[src/rtl/led_bar_arbiter.sv]
// Arbitrates the 10-LED bar between the VU meter, a timed parameter readout
// and a clip-warning flash, with priority CLIP > PARAM > METER.
module led_bar_arbiter #(
  parameter int unsigned HOLD_CYCLES  = 50_000_000,
  parameter int unsigned FLASH_CYCLES = 6_250_000,
  parameter int unsigned FLASH_COUNT  = 3
) (
  input  logic       clock,
  input  logic       reset_n,
  input  logic [9:0] vu_level,
  input  logic       param_req,
  input  logic [3:0] param_value,
  output logic       param_ack,
  output logic [9:0] led_out,
  output logic [1:0] display_src
);

  localparam int unsigned HW = (HOLD_CYCLES > 1) ? $clog2(HOLD_CYCLES) : 1;
  localparam int unsigned FW = (FLASH_CYCLES > 1) ? $clog2(FLASH_CYCLES) : 1;
  localparam int unsigned PW = $clog2(2 * FLASH_COUNT);

  localparam logic [HW-1:0] HOLD_LAST  = HW'(HOLD_CYCLES - 1);
  localparam logic [FW-1:0] FLASH_LAST = FW'(FLASH_CYCLES - 1);
  localparam logic [PW-1:0] PHASE_LAST = PW'(2 * FLASH_COUNT - 1);

  typedef enum logic [1:0] {
    SRC_METER = 2'd0,
    SRC_PARAM = 2'd1,
    SRC_CLIP  = 2'd2
  } state_e;

  state_e          state_q, state_d;
  logic [HW-1:0]   holdCnt_q, holdCnt_d;
  logic [FW-1:0]   flashCnt_q, flashCnt_d;
  logic [PW-1:0]   phase_q, phase_d;
  logic [3:0]      value_q, value_d;
  logic            vu9_q;
  logic            ack_q;
  logic [9:0]      led_q, led_d;
  logic [1:0]      src_q, src_d;

  logic            clipEdge;
  logic            accept;
  logic            holdDone;
  logic            clipDone;
  logic [3:0]      paramSat;
  logic [9:0]      paramBar;

  // An accepted request is masked for the ack cycle, so a held request re-accepts every 2 cycles.
  assign clipEdge = vu_level[9] & ~vu9_q;
  assign accept   = param_req & ~ack_q & (state_q != SRC_CLIP) & ~clipEdge;
  assign holdDone = (holdCnt_q == HOLD_LAST);
  assign clipDone = (flashCnt_q == FLASH_LAST) && (phase_q == PHASE_LAST);

  always_ff @(posedge clock or negedge reset_n) begin
    if (!reset_n) begin
      state_q <= SRC_METER;
    end else begin
      state_q <= state_d;
    end
  end

  always_comb begin
    state_d = state_q;
    case (state_q)
      SRC_METER: begin
        if (clipEdge)    state_d = SRC_CLIP;
        else if (accept) state_d = SRC_PARAM;
      end
      SRC_PARAM: begin
        if (clipEdge)      state_d = SRC_CLIP;
        else if (accept)   state_d = SRC_PARAM;
        else if (holdDone) state_d = SRC_METER;
      end
      SRC_CLIP: begin
        if (clipDone) state_d = SRC_METER;
      end
      default: state_d = SRC_METER;
    endcase
  end

  always_comb begin
    holdCnt_d  = holdCnt_q;
    flashCnt_d = flashCnt_q;
    phase_d    = phase_q;
    value_d    = value_q;
    case (state_q)
      SRC_METER, SRC_PARAM: begin
        if (clipEdge) begin
          flashCnt_d = '0;
          phase_d    = '0;
        end else if (accept) begin
          value_d   = param_value;
          holdCnt_d = '0;
        end else if (state_q == SRC_PARAM) begin
          holdCnt_d = holdDone ? '0 : holdCnt_q + HW'(1);
        end
      end
      SRC_CLIP: begin
        if (flashCnt_q == FLASH_LAST) begin
          flashCnt_d = '0;
          phase_d    = (phase_q == PHASE_LAST) ? '0 : phase_q + PW'(1);
        end else begin
          flashCnt_d = flashCnt_q + FW'(1);
        end
      end
      default: ;
    endcase
  end

  always_comb begin
    paramSat = (value_q > 4'd10) ? 4'd10 : value_q;
    paramBar = '0;
    for (int i = 0; i < 10; i++) begin
      paramBar[i] = (4'(i) < paramSat);
    end
  end

  always_comb begin
    led_d = vu_level;
    src_d = state_q;
    case (state_q)
      SRC_METER: led_d = vu_level;
      SRC_PARAM: led_d = paramBar;
      SRC_CLIP:  led_d = phase_q[0] ? 10'h000 : 10'h3FF;
      default:   led_d = 10'h000;
    endcase
  end

  always_ff @(posedge clock or negedge reset_n) begin
    if (!reset_n) begin
      holdCnt_q  <= '0;
      flashCnt_q <= '0;
      phase_q    <= '0;
      value_q    <= '0;
      vu9_q      <= 1'b0;
      ack_q      <= 1'b0;
      led_q      <= '0;
      src_q      <= '0;
    end else begin
      holdCnt_q  <= holdCnt_d;
      flashCnt_q <= flashCnt_d;
      phase_q    <= phase_d;
      value_q    <= value_d;
      vu9_q      <= vu_level[9];
      ack_q      <= accept;
      led_q      <= led_d;
      src_q      <= src_d;
    end
  end

  assign param_ack   = ack_q;
  assign led_out     = led_q;
  assign display_src = src_q;

endmodule

[config.mk]
export PLATFORM = sky130hd
export DESIGN_NAME = led_bar_arbiter
export DESIGN_NICKNAME = d
export VERILOG_FILES = /design/src/rtl/led_bar_arbiter.sv
export SDC_FILE = /design/constraint.sdc
export NUM_CORES = 1
export LEC_CHECK = 0
export ABC_AREA = 1
export ABC_CLOCK_PERIOD_IN_PS = 1600
export BUFFER_PORTS_ARGS = -buffer_cell sky130_fd_sc_hd__buf_2
export CORE_MARGIN = 3
export CORE_UTILIZATION = 50
export CTS_CLUSTER_DIAMETER = 150
export DETAILED_ROUTE_END_ITERATION = 10
export GPL_TIMING_DRIVEN = 0
export HOLD_SLACK_MARGIN = 0.02
export PLACE_DENSITY = 0.71
export SLEW_MARGIN = 10
export SYNTH_ARGS = -nofsm -noshare
export SYNTH_HDL_FRONTEND = slang
export SYNTH_SLANG_ARGS = --single-unit
export TNS_END_PERCENT = 5
[constraint.sdc]
create_clock -name clock -period 1.6 [get_ports clock]
set_clock_uncertainty 0.05 [all_clocks]
set_input_delay 0.08 -clock clock [delete_from_list [all_inputs] [get_ports clock]]
set_output_delay 0.08 -clock clock [all_outputs]
set_load 0.01 [all_outputs]
Word-level counts from Yosys, hierarchy flattened
Index checks and enable logic that the tools add are counted.
W data, S select, Z words.
{"block": "totals", "regBits": 72, "inputBits": 17, "wordCells": 71}
{"block": "op_classes", "add_sub_neg": 3, "n_lt_le_gt_ge": 11, "n_eq_ne": 11, "mux": 20, "bitwise": 7, "n_reduce_logical": 10}
{"cell": "$mux W26", "n": 3}
{"cell": "$mux W23", "n": 2}
{"cell": "$pmux W23 S2", "n": 1}
{"cell": "$pmux W10 S3", "n": 1}
{"cell": "$add A26 B1 Y26 const B", "n": 1}
{"cell": "$eq A26 B26 Y1 const B", "n": 1}
{"cell": "$add A23 B1 Y23 const B", "n": 1}
{"cell": "$eq A23 B23 Y1 const B", "n": 1}
{"cell": "$lt A3 B4 Y1 const A", "n": 4}
{"cell": "$mux W2", "n": 6}
{"cell": "$reduce_and A3 Y1", "n": 4}
{"cell": "$mux W10", "n": 1}
{"cell": "$mux W3", "n": 3}
{"cell": "$lt A1 B4 Y1 const A", "n": 2}
{"cell": "$lt A2 B4 Y1 const A", "n": 2}
{"cell": "$lt A4 B4 Y1 const A", "n": 2}
{"cell": "$ne A2 B2 Y1 const B", "n": 4}
{"cell": "$pmux W2 S3", "n": 1}
{"cell": "$pmux W3 S2", "n": 1}
{"cell": "$and A1 B1 Y1", "n": 4}
{"cell": "$gt A4 B4 Y1 const B", "n": 1}
{"cell": "$mux W4", "n": 1}
{"cell": "$ne A4 B4 Y1 const B", "n": 1}
{"cell": "$reduce_bool A2 Y1", "n": 2}
{"cell": "10 further kinds", "n": 12}

Longest topological paths before layout
{"block": "depth", "word_depth": 7, "depth_mapped": 10, "depth_no_buf": 10}

Least setup slack after synthesis
Ideal clock, no wire load.
{"block": "synth_path", "path_kind": "register to register", "start": "reg holdCnt_q[0]", "end": "reg holdCnt_q[5]", "setup_ns": 0.119, "arrival_ns": 1.407, "required_ns": 1.431, "path_slack_ns": 0.025, "stages_incl_launch_ff": 10, "n_path_buf": 1, "cell_sequence": "dfrtp_1 ha_1 nand3_4 nor2_4 nand3_2 nor2_4 nor2_2 nor2_2 buf_6 nor2_1"}
{"block": "synth_between", "elab_chain_cells": 4}
{"element": "start: declaration", "line": "33", "source": "logic [HW-1:0] holdCnt_q, holdCnt_d;"}
{"element": "start signal: assignment", "line": "141", "source": "holdCnt_q <= holdCnt_d;"}
{"element": "$add A26 B1 Y26 or $eq A26 B26 Y1 (tied branches)", "line": "96, 52"}
{"element": "$mux W26 (*)", "line": "96", "source": "holdCnt_d = holdDone ? '0 : holdCnt_q + HW'(1);"}
{"element": "$mux W26 (*)", "line": "95", "source": "end else if (state_q == SRC_PARAM) begin"}
{"element": "$mux W26 (*)", "line": "92", "source": "end else if (accept) begin"}
Mark *: on every way between the ends. The rest lies on a longest branch, timed or not. The select of a mux whose other input is x is not followed.
A chain may end at the register's enable or synchronous reset.

Worst setup path after layout
{"block": "layout_path", "start": "reg holdCnt_q[1]", "end": "reg holdCnt_q[7]"}
Same word-level chain as after synthesis.

==> results.md <==
* Commonest cells post-synth: nand2_1 (191), nor2_1 (83), dfrtp_1 (72)
* Critical R2R Capture: holdCnt_q[7]
* Setup crit end kind: flop
* Final net count at 689
* Largest family of logic cells by synthesized area: simple AND/OR/NAND/NOR gates
* Placed cell area at 0.00456 mm2
* Cell Area, Synth at 0.00427 mm2
* Crit share post-route at 106%
* Die width at 98.4 um
* Total die area at 0.00967 mm2
* Cell area after layout at 0.00516 mm2
* RD Place Congestion at 0.924
* Final hold viol count at 0
* First-pass GRT wire length at 17.6 mm
* Final Util at 62.5%
* Vias/cell at 5.30
* Post-Synth Simple-Gate Area at 40.4%
* R2r setup slk at -0.09 ns
* Ys Warns at 0
* Final setup violation count at 34
* Sinks on Clock Net at 72
* DP Cell Count at 736
* Routed vias at 4135
* Final std cells w/o fill at 780
* Port buffer count at 29
* Fraction of synthesized area in multiplexers at 0%
* Syn Inst Count at 601
* Maximum clock rate at 591 MHz
* Min setup slack post-route at -0.0931 ns
* Netlist cell types at 30
* HPWL Detailed at 7.43 mm
* Clock buffer depth at 2
* Sequential-to-total area share from yosys stat at 42.2%
* Fraction of registers with async set/reset at 100%
* WL/cell at 13.3 um
* Synth area leader: dfrtp_1
* Worst hold path class: primary input to asynchronous set/reset pin
* Slew margin rel. at 58.1%
* Net Count, Synth at 620
* Largest net degree at the start of global routing at 45
* Clock slew at reported path FFs at 0.09 ns
* Register bit count reported by yosys at 72
* Lkg Pwr at 2.34 nW
* Max-cap violations at 0
* Post-synth EDFFs at 0
* Global Route Usage Sum at 21.9%
* CP Launch Type: flop
* Io pins at 30
* Gr ovfl total at 0
* Top cells by area, synth: dfrtp_1 (42%), nand2_1 (17%), nor2_1 (7.3%), nand3_1 (6.9%), inv_1 (6.0%)
* Worst Reg-to-Reg Cells at 9
* Max VDD drop at 0.351 mV
* Violated checks: setup timing
* RSZ-0062 raised after global routing: true
* Antenna violations before repair at 0
* Share of cells above drive strength 1 at 17.9%
* Critical path class: flop to flop
* Vias in the first global route at 3879
* Placement Rows at 33
* Reg2Reg Launch Point: holdCnt_q[1]
* CTS buffer count at 9
* Arr. time, crit path at 1.87 ns
* DRT Pass-1 Iters at 5
* Synth Area in Adders at 0.587%
* Htree depth at 3
* Synth Area in Compound Gates at 5.75%
* Post-route minimum period at 1.69 ns
* DRC errors left at 0
* Cell with the most instances after synthesis: nand2_1
* Critical Path RT at 1.78 ns
* Avg Cell Area, Syn at 7.10 um2
* Post-synthesis xor/xnor area fraction at 3.70%
* Root Driver: clkbuf_8
* Fin. max-slew vios at 0
* Pwr Density at 805 mW/mm2
* Die Span Y at 98.4 um
* Main flop type after synthesis: dfrtp_1
* Skew-Pair Late Insertion Delay at 0.34 ns
* Starting DRT DRC Count at 204
* Initial core utilization at 51.7%
* Routed wire length at 10.4 mm
* Worst-path maximum fanout at 5
* Status: finished, violations left
* CTS tree: built
* Core Footprint at 0.00826 mm2
* Area grow syn2layout at 20.9%
* Top cell type's share of synthesized area at 42.2%
* Antenna violation net count after detailed routing at 0
* Slew of the pin with the lowest slew margin at 0.626 ns
* ANT cells at 0
## worst max path at each step
| stage | endpoint | cells after the start | start |
|---|---|---|---|
| CTS | holdCnt_q[8] | 9 | holdCnt_q[0] |
| detailed placement | holdCnt_q[7] | 9 | holdCnt_q[0] |
| global route | flashCnt_q[9] | 8 | flashCnt_q[0] |
| finish | holdCnt_q[7] | 9 | holdCnt_q[1] |
| floorplan | holdCnt_q[5] | 9 | holdCnt_q[0] |
| global placement | holdCnt_q[7] | 9 | holdCnt_q[0] |
## where the power goes
group	leakage [nW]	internal [W]	switching, W
Combinational	1.39	0.000241	0.000358
Clock	0.0927	0.000596	0.000779
Sequential	0.858	0.00197	0.000208
## registers in the layout (all words and copies together) (netlist names)
signal and count:
led_out 10, display_src 2, flashCnt_q 23, vu9_q 1, holdCnt_q 26, src_d 2
param_ack 1, value_q 4, phase_q 3
## critical path, stage by stage, from the launching register on
cell	delay [ns]
dfrtp_1	0.40
ha_4	0.17
nand3_4	0.12
nor2_4	0.17
nand3_2	0.10
nor2_4	0.17
nor2_4	0.05
nor2_4	0.15
buf_6	0.14
nor2_1	0.05
## metrics by stage
| stage | hold WS [ns] | power, W | setup WS, ns | setup TNS [ns] |
|---|---|---|---|---|
| after floorplan | -0.266 | 0.00253 | 0.0247 | 0 |
| after global placement | 0.179 | 0.00269 | -0.179 | -4.26 |
| after detailed placement | -0.0151 | 0.00271 | -0.218 | -3.93 |
| after CTS | 0.134 | 0.00411 | -0.0853 | -1.46 |
| after global routing | 0.162 | 0.00440 | -0.206 | -5.56 |
| final | 0.139 | 0.00415 | -0.0931 | -2.09 |
## placed cells by master (no fill, tap or decap), types with 4 or more instances in the layout
cell and count:
inv_1 67, xnor2_1 4, inv_2 4, o21ai_0 16
nand2_1 187, nor2_4 13, a21oi_1 7, nand4_1 18
buf_6 5, dfrtp_1 66, buf_2 30, nand2_2 4
buf_4 14, nor2_2 10, o22ai_1 7, dlygate4sd3_1 15
xor2_1 14, nor2_1 73, o21ai_1 4, dfrtp_2 6
nand3_1 59, nor3_1 8, clkbuf_8 9
## timing repair
item,in CTS,in global routing
cloned,1,0
pin swaps,4,11
setup endpoints to repair,54,59
gates resized for setup,14,38
endpoints found under the hold margin,87,0
hold buffers,15,0
setup buffers,5,7
## area by class of cell
cell class	count	area, um2
buffer	7	58.8
clock buffer	9	124
clock inverter	7	62.6
fill	718	3100
inverter	72	273
multi-input combinational	450	2280
sequential	72	1810
tap	105	131
timing repair buffer	58	423
## cells by family after synthesis
family                   Yosys count
AND/OR/NAND/NOR                  387
adder cells (fa/ha/maj)            2
AO/OA/AOI/OAI                     43
flip-flops                        72
XOR/XNOR                          18
buffers and inverters             79
## per-layer routing
layer  vias up  track usage, %  part of all wire (%)
met2       118            34.4                    48
met5         -               0                     0
met1      1941            30.5                    45
met4         0            9.24                   1.5
li1       2062               -                     -
met3        14            3.14                   5.4
Power figures use the tool's default switching activity.
